File: src/rtl/axi_cmd_arbiter.sv
// rtl/axi_cmd_arbiter.sv - two-requester round-robin command arbiter/sequencer for AXI_top_design
module axi_cmd_arbiter #(
    parameter int WIDTH   = 32,
    parameter int SIZE    = 3,
    parameter int TIMEOUT = 256
) (
    input  logic                          clk,
    input  logic                          resetn,
    input  logic [1:0]                    req_valid,
    output logic [1:0]                    req_ready,
    input  logic [1:0]                    req_write,
    input  logic [2*WIDTH-1:0]            req_addr,
    input  logic [2*(WIDTH/8)-1:0]        req_len,
    input  logic [2*SIZE-1:0]             req_size,
    input  logic [2*(SIZE-1)-1:0]         req_burst,
    input  logic [2*(WIDTH/8-1)-1:0]      req_id,
    output logic [1:0]                    rsp_valid,
    input  logic [1:0]                    rsp_ready,
    output logic [SIZE-2:0]               rsp_resp,
    output logic [WIDTH-1:0]              awaddr,
    output logic [WIDTH/8-1:0]            awlen,
    output logic [SIZE-1:0]               awsize,
    output logic [SIZE-2:0]               awburst,
    output logic [WIDTH/8-1:0]            awid,
    output logic [WIDTH-1:0]              araddr,
    output logic [WIDTH/8-1:0]            arlen,
    output logic [SIZE-1:0]               arsize,
    output logic [SIZE-2:0]               arburst,
    output logic [WIDTH/8-1:0]            arid,
    output logic                          wr_start,
    output logic                          rd_start,
    input  logic                          wr_done,
    input  logic [SIZE-2:0]               wr_resp,
    input  logic                          rd_done,
    input  logic [SIZE-2:0]               rd_resp,
    output logic                          busy,
    output logic                          timeout_err
);
    localparam int IW = WIDTH / 8;
    localparam int BW = SIZE - 1;
    localparam logic [BW-1:0] RESP_SLVERR = BW'(2);
    localparam logic [15:0]   CNT_LIMIT   = 16'(TIMEOUT - 1);

    typedef enum logic [1:0] {S_IDLE, S_ISSUE, S_WAIT, S_RESP} state_t;

    state_t          state_q, state_d;
    logic            prio_q, prio_d;
    logic            owner_q, owner_d;
    logic            kind_q, kind_d;
    logic [15:0]     cnt_q, cnt_d;
    logic [1:0]      rsp_valid_q, rsp_valid_d;
    logic [BW-1:0]   rsp_resp_q, rsp_resp_d;
    logic            wr_start_q, wr_start_d;
    logic            rd_start_q, rd_start_d;
    logic [WIDTH-1:0] awaddr_q, awaddr_d, araddr_q, araddr_d;
    logic [IW-1:0]   awlen_q, awlen_d, arlen_q, arlen_d;
    logic [SIZE-1:0] awsize_q, awsize_d, arsize_q, arsize_d;
    logic [BW-1:0]   awburst_q, awburst_d, arburst_q, arburst_d;
    logic [IW-1:0]   awid_q, awid_d, arid_q, arid_d;

    logic            any_valid, winner, match_done, limit_hit;
    logic            sel_write;
    logic [WIDTH-1:0] sel_addr;
    logic [IW-1:0]   sel_len;
    logic [SIZE-1:0] sel_size;
    logic [BW-1:0]   sel_burst;
    logic [IW-2:0]   sel_id;

    // A lone requester always wins; the pointer only breaks ties.
    assign any_valid = |req_valid;
    assign winner    = (&req_valid) ? prio_q : req_valid[1];
    assign req_ready = (state_q == S_IDLE) ? (req_valid & (winner ? 2'b10 : 2'b01)) : 2'b00;

    assign sel_write = winner ? req_write[1] : req_write[0];
    assign sel_addr  = winner ? req_addr[2*WIDTH-1:WIDTH] : req_addr[WIDTH-1:0];
    assign sel_len   = winner ? req_len[2*IW-1:IW] : req_len[IW-1:0];
    assign sel_size  = winner ? req_size[2*SIZE-1:SIZE] : req_size[SIZE-1:0];
    assign sel_burst = winner ? req_burst[2*BW-1:BW] : req_burst[BW-1:0];
    assign sel_id    = winner ? req_id[2*(IW-1)-1:IW-1] : req_id[IW-2:0];

    assign match_done  = kind_q ? wr_done : rd_done;
    assign limit_hit   = (cnt_q == CNT_LIMIT);
    // A matching done in the limit cycle takes precedence over the watchdog.
    assign timeout_err = (state_q == S_WAIT) && !match_done && limit_hit;

    always_comb begin
        state_d     = state_q;
        prio_d      = prio_q;
        owner_d     = owner_q;
        kind_d      = kind_q;
        cnt_d       = cnt_q;
        rsp_valid_d = rsp_valid_q;
        rsp_resp_d  = rsp_resp_q;
        wr_start_d  = 1'b0;
        rd_start_d  = 1'b0;
        awaddr_d    = awaddr_q;
        awlen_d     = awlen_q;
        awsize_d    = awsize_q;
        awburst_d   = awburst_q;
        awid_d      = awid_q;
        araddr_d    = araddr_q;
        arlen_d     = arlen_q;
        arsize_d    = arsize_q;
        arburst_d   = arburst_q;
        arid_d      = arid_q;
        case (state_q)
            S_IDLE: begin
                if (any_valid) begin
                    owner_d = winner;
                    kind_d  = sel_write;
                    if (sel_write) begin
                        awaddr_d   = sel_addr;
                        awlen_d    = sel_len;
                        awsize_d   = sel_size;
                        awburst_d  = sel_burst;
                        awid_d     = {winner, sel_id};
                        wr_start_d = 1'b1;
                    end else begin
                        araddr_d   = sel_addr;
                        arlen_d    = sel_len;
                        arsize_d   = sel_size;
                        arburst_d  = sel_burst;
                        arid_d     = {winner, sel_id};
                        rd_start_d = 1'b1;
                    end
                    state_d = S_ISSUE;
                end
            end
            S_ISSUE: begin
                cnt_d   = '0;
                state_d = S_WAIT;
            end
            S_WAIT: begin
                if (match_done || limit_hit) begin
                    rsp_resp_d  = match_done ? (kind_q ? wr_resp : rd_resp) : RESP_SLVERR;
                    rsp_valid_d = owner_q ? 2'b10 : 2'b01;
                    state_d     = S_RESP;
                end else begin
                    cnt_d = cnt_q + 16'd1;
                end
            end
            S_RESP: begin
                if (rsp_ready[owner_q]) begin
                    rsp_valid_d = 2'b00;
                    prio_d      = ~owner_q;
                    state_d     = S_IDLE;
                end
            end
            default: state_d = S_IDLE;
        endcase
    end

    always_ff @(posedge clk or negedge resetn) begin
        if (!resetn) begin
            state_q     <= S_IDLE;
            prio_q      <= 1'b0;
            owner_q     <= 1'b0;
            kind_q      <= 1'b0;
            cnt_q       <= '0;
            rsp_valid_q <= '0;
            rsp_resp_q  <= '0;
            wr_start_q  <= 1'b0;
            rd_start_q  <= 1'b0;
            awaddr_q    <= '0;
            awlen_q     <= '0;
            awsize_q    <= '0;
            awburst_q   <= '0;
            awid_q      <= '0;
            araddr_q    <= '0;
            arlen_q     <= '0;
            arsize_q    <= '0;
            arburst_q   <= '0;
            arid_q      <= '0;
        end else begin
            state_q     <= state_d;
            prio_q      <= prio_d;
            owner_q     <= owner_d;
            kind_q      <= kind_d;
            cnt_q       <= cnt_d;
            rsp_valid_q <= rsp_valid_d;
            rsp_resp_q  <= rsp_resp_d;
            wr_start_q  <= wr_start_d;
            rd_start_q  <= rd_start_d;
            awaddr_q    <= awaddr_d;
            awlen_q     <= awlen_d;
            awsize_q    <= awsize_d;
            awburst_q   <= awburst_d;
            awid_q      <= awid_d;
            araddr_q    <= araddr_d;
            arlen_q     <= arlen_d;
            arsize_q    <= arsize_d;
            arburst_q   <= arburst_d;
            arid_q      <= arid_d;
        end
    end

    assign rsp_valid = rsp_valid_q;
    assign rsp_resp  = rsp_resp_q;
    assign wr_start  = wr_start_q;
    assign rd_start  = rd_start_q;
    assign busy      = (state_q != S_IDLE);
    assign awaddr    = awaddr_q;
    assign awlen     = awlen_q;
    assign awsize    = awsize_q;
    assign awburst   = awburst_q;
    assign awid      = awid_q;
    assign araddr    = araddr_q;
    assign arlen     = arlen_q;
    assign arsize    = arsize_q;
    assign arburst   = arburst_q;
    assign arid      = arid_q;
endmodule

File: config.mk
export PLATFORM = sky130hd
export DESIGN_NAME = axi_cmd_arbiter
export DESIGN_NICKNAME = d
export VERILOG_FILES = /design/src/rtl/axi_cmd_arbiter.sv
export SDC_FILE = /design/constraint.sdc
export NUM_CORES = 1
export LEC_CHECK = 0
export BUFFER_PORTS_ARGS = -buffer_cell sky130_fd_sc_hd__buf_4
export CORE_ASPECT_RATIO = 0.7
export CORE_MARGIN = 4
export CORE_UTILIZATION = 49
export DETAILED_ROUTE_END_ITERATION = 16
export GPL_TIMING_DRIVEN = 0
export PLACE_DENSITY_LB_ADDON = 0.12
export SYNTH_ARGS = -nofsm -noshare
export SYNTH_HDL_FRONTEND = slang
export SYNTH_SLANG_ARGS = --single-unit
export TNS_END_PERCENT = 20
File: constraint.sdc
create_clock -name clk -period 2.52 [get_ports clk]
set_clock_uncertainty 0.05 [all_clocks]
set_input_delay 0 -clock clk [delete_from_list [all_inputs] [get_ports clk]]
set_output_delay 0 -clock clk [all_outputs]
set_load 0.02 [all_outputs]
Yosys cells after proc, flatten, opt, wreduce, memory -nomap -nowiden
Cells that the tools add are included.
Widths: inputs -> output; s select.

storage, ports and cells
  register bits = 117
  word-level logic and storage cells = 79
  input bits = 102
  output and inout bits = 100

cells by class
  order comparisons = 1
  bitwise operators = 3
  equality and inequality tests = 8
  mux-type cells = 29
  reduce and logical (&&, ||, !) cells = 18
  add/sub/neg operators = 1

operators with widths
  cell                   count
  $mux 32                1
  $pmux 16 s2            1
  $mux 2                 10
  $add 16x1->16 const B  1
  $eq 16x8->1 const B    1
  $mux 16                1
  $reduce_and 3->1       4
  $mux 1                 11
  $reduce_and 2->1       5
  $pmux 2 s4             1
  $mux 3                 2
  $ne 2x2->1 const B     3
  $reduce_bool 2->1      3
  $eq 2x2->1 const B     2
  $mux 4                 1
  $pmux 2 s2             1
  $and 2x2->2            1
  $eq 2x1->1 const B     1
  $logic_and 1x1->1      2
  $logic_not 2->1        1
  $lt 1x2->1 const B     1
  $ne 2x1->1 const B     1
  $not 1->1              2
  $reduce_or 2->1        1
  2 further kinds        2

Logic depth before layout (Yosys ltp)
Gate-level depths: netlist of the first run.

  word-level depth = 6
  gate-level depth with buffers = 8
  gate-level depth less buffers = 7

Worst setup path before layout of the first run
OpenSTA, ideal clock, no wires.

  path type = flip-flop to flip-flop
  start point = register cnt_q[12]
  end point = register state_q[1]
  library setup time = 128 ps
  data required time = 2,342 ps
  setup slack = 435 ps
  path buffers = 0
  arrival = 1,908 ps
  cell stages (with the launch flop) = 6
  period minus slack after synthesis = 2,085 ps
  path through = dfrtp_1 or4_4 nor4_4 o21ai_2 a31oi_2 mux2_1

on the way
  longest elaborated chain between the ends = 4

RTL lines
  element                            RTL line  text
  start: declaration                 50        logic [15:0] cnt_q, cnt_d;
  start signal: assignment           179       cnt_q <= cnt_d;
  $eq 16x8->1                        82        assign limit_hit = (cnt_q == CNT_LIMIT);
  $logic_or 1x1->1                   134       if (match_done || limit_hit) begin
  $ne 2x1->1 (no source line)        --
  $reduce_and 3->1 (no source line)  --
  end signal: assignment             175       state_q <= state_d;
  end: declaration                   46        state_t state_q, state_d;

Every way passes these cells.
A chain may end at the register's enable or synchronous reset.

Worst setup path in the final report of the first run
  start point = register state_q[0]
  end point = register awaddr_q[15] (netlist: awaddr[15])

on the way
  longest elaborated chain between the ends = 2

RTL lines
  element                            RTL line  text
  $logic_not 2->1                    106       case (state_q)
  $reduce_and 3->1 (no source line)  --
  end signal: assignment             184       awaddr_q <= awaddr_d;
  end: declaration                   55        logic [WIDTH-1:0] awaddr_q, awaddr_d, araddr_q, araddr_d;

Every way passes these cells.

==> results of run 1 <==
worst max-delay path: cells and delay by family (launching register included):
| kind | cells | cell delay [ps] |
|---|---|---|
| buffers and inverters | 2 | 680 |
| AOI/OAI and AO/OA | 3 | 800 |
| DFF | 1 | 420 |
| adders and majority gates | 1 | 240 |
registers in the layout, summed over array words and instances (netlist names):
signal,count
state_q,2
arlen,4
cnt_q,16
arsize,3
rsp_valid,2
rsp_resp,2
awsize,3
wr_start,1
awaddr,32
arburst,2
kind_q,1
arid,4
rd_start,1
awlen,4
owner_q,1
prio_q,1
awburst,2
araddr,32
awid,4
timing repair:
action                                 4_1_cts  5_1_grt
endpoints found under the hold margin      212        0
setup endpoints to repair                   22       47
hold buffers                               100        0
setup buffers                                0        0
gates resized for setup                      3       16
pin swaps                                    0        0
through the flow:
step | total power, mW | util, % | instance area, um2 | setup slack (ps) | TNS (ps)
2_1_floorplan | 5.59 | - | 5100 | 435 | 0
3_3_place_gp | 7.46 | 68.3 | 6770 | -168 | -1670
3_5_place_dp | 7.58 | 68.6 | 6800 | -243 | -2480
4_1_cts | 10.4 | 85.1 | 8430 | 0.784 | 0
5_1_grt | 11.0 | 85.2 | 8440 | -13.9 | -13.9
6_report | 10.4 | 85.3 | 8450 | 164 | 0
path summary, 6_finish.rpt:
kind	from	to	slack [ps]	cells past startpoint
max reg2reg	state_q[0]	awaddr[15]	160	6
max in group asynchronous	resetn	awaddr[25]	1700	3
min in group clk	wr_done	rsp_resp[1]	80	4
min reg2reg	cnt_q[7]	cnt_q[7]	450	1
min	resetn	rsp_valid[1]	30	2
max	state_q[0]	awaddr[15]	160	6
power groups by stage:
stage	Sequential, mW	Combinational (mW)	Clock (mW)
after global routing	3.34	4.93	2.71
after global placement	3.20	4.27	0
after detailed placement	3.23	4.35	0
final	3.25	4.60	2.59
after floorplan	4.09	1.50	0
after CTS	3.23	4.53	2.60
synth_stat cells, drive strengths merged:
cell / n / share of area [%]
dfrtp: 117 / 57
nor2: 99 / 7.4
a21oi: 96 / 9.4
mux2i: 47 / 9.2
o21ai: 25 / 2.5
clkbuf: 20 / 1.5
nand2: 16 / 1.2
inv: 8 / 0.59
buf: 7 / 0.86
nand3: 7 / 0.69
a31oi: 6 / 0.86
ha: 5 / 1.2
nand4: 5 / 0.61
o31ai: 4 / 0.59
a21o: 3 / 0.44
and2: 3 / 0.37
nor2b: 3 / 0.37
a22o: 2 / 0.52
a2bb2oi: 2 / 0.34
and3: 2 / 0.25
and4: 2 / 0.34
mux2: 2 / 0.44
nor3: 2 / 0.20
o211ai: 2 / 0.29
o311ai: 2 / 0.34
or4: 2 / 0.37
a211oi: 1 / 0.15
a22oi: 1 / 0.15
and3b: 1 / 0.17
clkinv: 1 / 0.074
nand2b: 1 / 0.12
nand4b: 1 / 0.17
nor4: 1 / 0.42
o41ai: 1 / 0.17
or2: 1 / 0.12
xor2: 1 / 0.17
routing by layer:
metal	up-vias	GRT usage (%)	wire, um
met5	-	0	0
met1	2617	37.2	7210
li1	2395	-	-
met3	39	10.8	1670
met2	269	50.1	9060
met4	0	11.9	406
layout make-up:
type / instances / area [um2] / share of cell area, %
clock inverters: 11 / 183 / 2.16
flip-flops and latches: 117 / 2930 / 34.7
multi-input cells: 346 / 2030 / 24.0
clock buffers: 19 / 443 / 5.24
diodes: 3 / 7.51 / 0.0889
plain buffers: 26 / 126 / 1.50
repair buffers: 302 / 2540 / 30.1
well taps: 128 / 160 / 1.90
inverters: 9 / 33.8 / 0.400
kinds of logic after synthesis:
| logic type | synth area share, % |
|---|---|
| simple gates | 12.8 |
| compound gates | 15.8 |
| flops | 57.4 |
| mux | 9.66 |
| buf+inv | 2.99 |
| fa+ha+maj | 1.23 |
| xor+xnor | 0.172 |
==> impl_summary.md, run 1 <==
Clock network
Counting every sink on the clock net gives 117. The H-tree was split into 4 levels. In this run, CTS created clock tree buffers numbering 17. For the worst-skew pair, the clock arrives at the later sink with an insertion delay of 410 ps. The number of buffers on the longest clock path is 2. The clock transition at the registers of the reported paths is 60 ps. The buffer type at the clock tree root is sky130_fd_sc_hd__clkbuf_16. TritonCTS built the clock tree.

Layout
The final layout contains 926 nets. Counting the fill cells in the layout gives 506. The most common library cell in the layout ignoring fill and taps is sky130_fd_sc_hd__buf_4. The share of final-layout standard cells stronger than drive strength 1 is 31.2%. The area added between synthesis and finish is 65.6%.

The top cell types in the final layout, fill and taps aside, are sky130_fd_sc_hd__buf_4, sky130_fd_sc_hd__dfrtp_1, sky130_fd_sc_hd__dlygate4sd3_1. The count of cells in the finished layout, fillers not included, comes to 961.

Worst setup path
The worst setup path is launched from a register. The critical path goes through inv_1, ha_1, o21ai_1, a21oi_2, clkbuf_1, a21oi_1. The data arrival time of the worst path is 2560 ps. At the worst endpoint, the required time is 2730 ps. On the critical path, the stage with the largest delay is an instance of sky130_fd_sc_hd__clkbuf_1.

The critical path is of the register to register type. The capturing element type of the critical path is a register. The delay of the slowest cell on the worst path is 570 ps. In this run the worst path has a maximum fanout of 10.

Global route
The wire length of the first global-routing pass is 28.4 mm. After global routing the overflow that remains totals 0. Global routing used 30.6% of the available tracks. The pin count of the biggest net entering global routing is 76.

The initial antenna violation count is 1. The number of global-route vias before repair was 5597.

Floorplanning
The core outline area is 9910 um2. For this configuration, the core starts out at a cell density of 51.5%. The number of top-level design ports is 202.

The die covers 12100 um2. The number of cell rows is 30. The floorplan step set the die width to 130 um. The die is 93.4 um tall.

Synth
The number of synthesized register bits is 117. In this run, distinct cell masters in the synthesized netlist total 46. Each instance of the synthesized netlist takes up on average 10.2 um2.

The net count of the mapped netlist is 606. The number of warnings issued by yosys is 0. The portion of the post-synthesis area used by sequential elements is 57.4%. Synthesis produced a netlist whose cell count is 499. In this run the cell area of the synthesized design comes to 5100 um2.

Power and ir drop
The internal power is 6.38 mW. The net switching power figure is 4.06 mW. The combinational power share is 44.0%. The maximum ir drop on the vdd rail is 0.652 mV. Net switching is 38.9% of the power. The sequential share of power is 31.1%. For this design the ratio of total power to cell area is 1240 nW/um2. In this run, the clock network consumes 24.8% of the power. In this run the static leakage power is 3.98 nW.

Outcome
The run finished with clean final reports.

Routing
The average detailed-routed wire length per instance is 19.1 um. Summing over every cut layer, the via total after detailed routing is 5320. The total iterations of the first detailed-routing run is 5. The remaining antenna violation count is 0. The violation count after the first detailed-route iteration is 331. The routed design has 18.3 mm of wire. In the routed layout, each cell is associated on average with a via count of 5.54. In the routed design, unresolved DRC markers number 0.

Run
Across the run, the number of max-cap violations was 0.

STA
The minimum clock period after layout is 2360 ps. For the pin with the worst max-slew slack, the measured transition is 797 ps. The worst-case headroom to the max-slew limit is 46.8%. Hold is met by 28.1 ps.

Based on the critical path, the design can be clocked at up to 424 MHz. The max-slew violation count was 0. The hold violation count in the final report came to 0. In the finished design, the share of the clock period the worst path needs comes to 93.5%. The number of failing setup endpoints in the final timing report is 0.

Placed design
In this run the tool buffered the top-level ports with 201 buffer cells. Once detailed placement completed, the half-perimeter wirelength came to 11.2 mm. The placer's final routability congestion estimate is 0.886. The number of placed cells counting well taps is 829.

Hold path
The min-delay analysis places its worst path in the category primary input to async pin.
Note: power is estimated with default switching activity, not from simulation.
==> inputs of run 2 (changes only) <==
--- a/config.mk
+++ b/config.mk
@@ -9,6 +9,7 @@
 export CORE_ASPECT_RATIO = 0.7
 export CORE_MARGIN = 4
 export CORE_UTILIZATION = 49
+export CTS_BUF_LIST = sky130_fd_sc_hd__clkbuf_4 sky130_fd_sc_hd__clkbuf_8 sky130_fd_sc_hd__clkbuf_16
 export DETAILED_ROUTE_END_ITERATION = 16
 export GPL_TIMING_DRIVEN = 0
 export PLACE_DENSITY_LB_ADDON = 0.12
==> impl_summary.md, run 2 (synthesis gave the netlist of run 1 again) <==
STA
The worst path meets setup with 156 ps of slack. The highest achievable clock rate is 423 MHz. In the finished design, the share of the clock period the worst path needs comes to 93.8%. The minimum clock period after layout is 2360 ps. Setup violations remaining at the end of the flow were counted as 0. The max-slew violation count is 0. At the pin with the least slew margin, the transition time is 806 ps. The hold violation count in the final report was 0.

Headroom to the max-slew limit came out at 46.2%. The post-route setup TNS is 0 ps.

Layout
The total number of nets in the final design is 926. The area added between synthesis and finish is 65.7%. The area of all placed cells without fillers is 8450 um2. The number of cells in the finished layout apart from fillers is 961. The share of final-layout standard cells stronger than drive strength 1 is 31.2%.

The most common library cell in the layout ignoring fill and taps is sky130_fd_sc_hd__buf_4. In the layout the commonest cells are sky130_fd_sc_hd__buf_4, sky130_fd_sc_hd__dfrtp_1, sky130_fd_sc_hd__dlygate4sd3_1.

Power and ir drop
The sequential share of power is 31.1%. Total power for the finished layout comes to 10.4 mW. The clock network fraction of design power is 25.0%.

The switching power as a share of total power is 38.6%. Per report_power, the combinational group accounts for 43.9% of the total. The internal portion of the total power is 6.39 mW. For this design the total switching power over the nets is 4.03 mW.

VDD sags by at most 0.652 mV. Summed over all cells, the static leakage comes to 3.98 nW. Dividing total power by cell area gives a power density of 1230 nW/um2.

Placed design
The pre-CTS setup slack is -243 ps. The count of buffers added on input and output ports is 201. The number of placed cells counting well taps is 829.

The post-placement cell area is 6800 um2. The placer's final routability congestion estimate is 0.886. Detailed placement ended at an HPWL of 11.2 mm.

Routing
The average detailed-routed wire length per instance is 18.6 um. The total iterations of the first detailed-routing run is 5. The residual DRC count is 0.

In this run the remaining antenna-violating nets after routing total 0. Wires add up to 17.8 mm. The per-cell via count in the routed design is 5.45. Across all layers, the routed design uses 5240 vias. After the first detailed-routing iteration, the DRC count stood at 396.

Floorplanning
The initial utilization of the core area, before any placement, comes to 51.5%. The area of the die is 12100 um2. The core outline area is 9910 um2.

The number of top-level design ports is 202. The initialized floorplan defines 30 standard-cell rows. The die extent in y is 93.4 um. The width of the chip is 130 um.

Run
The reported max-cap violation count is 0.

Clock network
CTS built an H-tree with a depth of 4. The number of buffers on the longest clock path is 2. In this run the post-CTS setup repair buffer count came out at 0. The insertion delay of the later-clocked pin in the worst-skew pair is 410 ps. The CTS tree is yes.

The clock transition at the registers of the reported paths is 60 ps. The buffer type at the clock tree root is sky130_fd_sc_hd__clkbuf_16. The number of clock buffers added by TritonCTS is 17. The clock drives 117 sinks.

Global route
The wire length of the first global-routing pass is 27.8 mm. For this run the aggregate overflow at the end of global routing stands at 0. The pin count of the biggest net entering global routing is 76. The number of global-route vias before repair is 5549. The initial antenna violation count is 1.

In the global route stage, overall resource usage came out at 29.9%.

Worst setup path
The worst setup path is launched from a register. STA classifies the critical path endpoint as a register. The category of the critical setup timing path is register to register. The worst-path maximum fanout is 10. The required time at the worst-slack endpoint is 2750 ps.

The setup slack on the worst flop-to-flop path is 160 ps. The data arrival time of the worst path is 2600 ps.

Hold path
The path category of the worst min-delay check is primary input to async pin.

Outcome
The run finished with clean final reports.
## run 2: changes by cell type in the layout (fill, tap and decap cells not counted)
cell and change:
sky130_fd_sc_hd__clkbuf_2 -1, sky130_fd_sc_hd__buf_1 -1, sky130_fd_sc_hd__clkbuf_1 +1, sky130_fd_sc_hd__clkbuf_4 +1
## run 2: what timing repair did
action                     4_1_cts  5_1_grt
setup endpoints to repair       22       46
gates resized for setup          3       13
hold endpoints to repair       212        0
hold buffers                   100        0
## run 2: cell type report
class	count	area [um2]
inverter	9	33.8
clock inverter	11	183
tap	128	160
antenna	3	7.51
sequential	117	2930
clock buffer	19	447
timing repair buffer	302	2540
multi-input combinational	346	2030
buffer	26	125
fill	496	1460
## run 2: layer usage
layer | track usage, % | vias up | wire length [um]
met3 | 11.2 | 39 | 1560
met1 | 36.4 | 2554 | 7110
met2 | 48.3 | 245 | 8750
met5 | 0 | - | 0
met4 | 11.9 | 0 | 414
li1 | - | 2402 | -
## run 2: through the flow
step,hold slack [ps],utilization [%]
global placement,210,68.3
floorplan,-346,-
global route,51.6,85.2
finish,28.9,85.3
CTS,40.4,85.2
detailed placement,-98.1,68.6
## run 2: final timing paths
kind,endpoint,depth (start not counted),startpoint
max,awaddr[24],7,state_q[0]
min,rsp_valid[0],2,resetn
max reg2reg,awaddr[24],7,state_q[0]
min reg2reg,cnt_q[7],1,cnt_q[7]
max in group asynchronous,awburst[1],3,resetn
min in group clk,rsp_resp[1],4,wr_done
## run 2: worst max-delay path: stages (launching register included)
cell and delay [ps]:
sky130_fd_sc_hd__dfrtp_1 420, sky130_fd_sc_hd__inv_1 110, sky130_fd_sc_hd__ha_1 240, sky130_fd_sc_hd__o21ai_1 210
sky130_fd_sc_hd__a21oi_2 430, sky130_fd_sc_hd__clkbuf_2 360, sky130_fd_sc_hd__buf_2 290, sky130_fd_sc_hd__a21oi_1 100
## run 2: power groups by stage
stage	sequential (mW)	combinational [mW]	clock, mW
global placement	3.20	4.27	0
global route	3.34	4.92	2.72
CTS	3.23	4.53	2.62
floorplan	4.09	1.50	0
detailed placement	3.23	4.35	0
finish	3.24	4.57	2.61
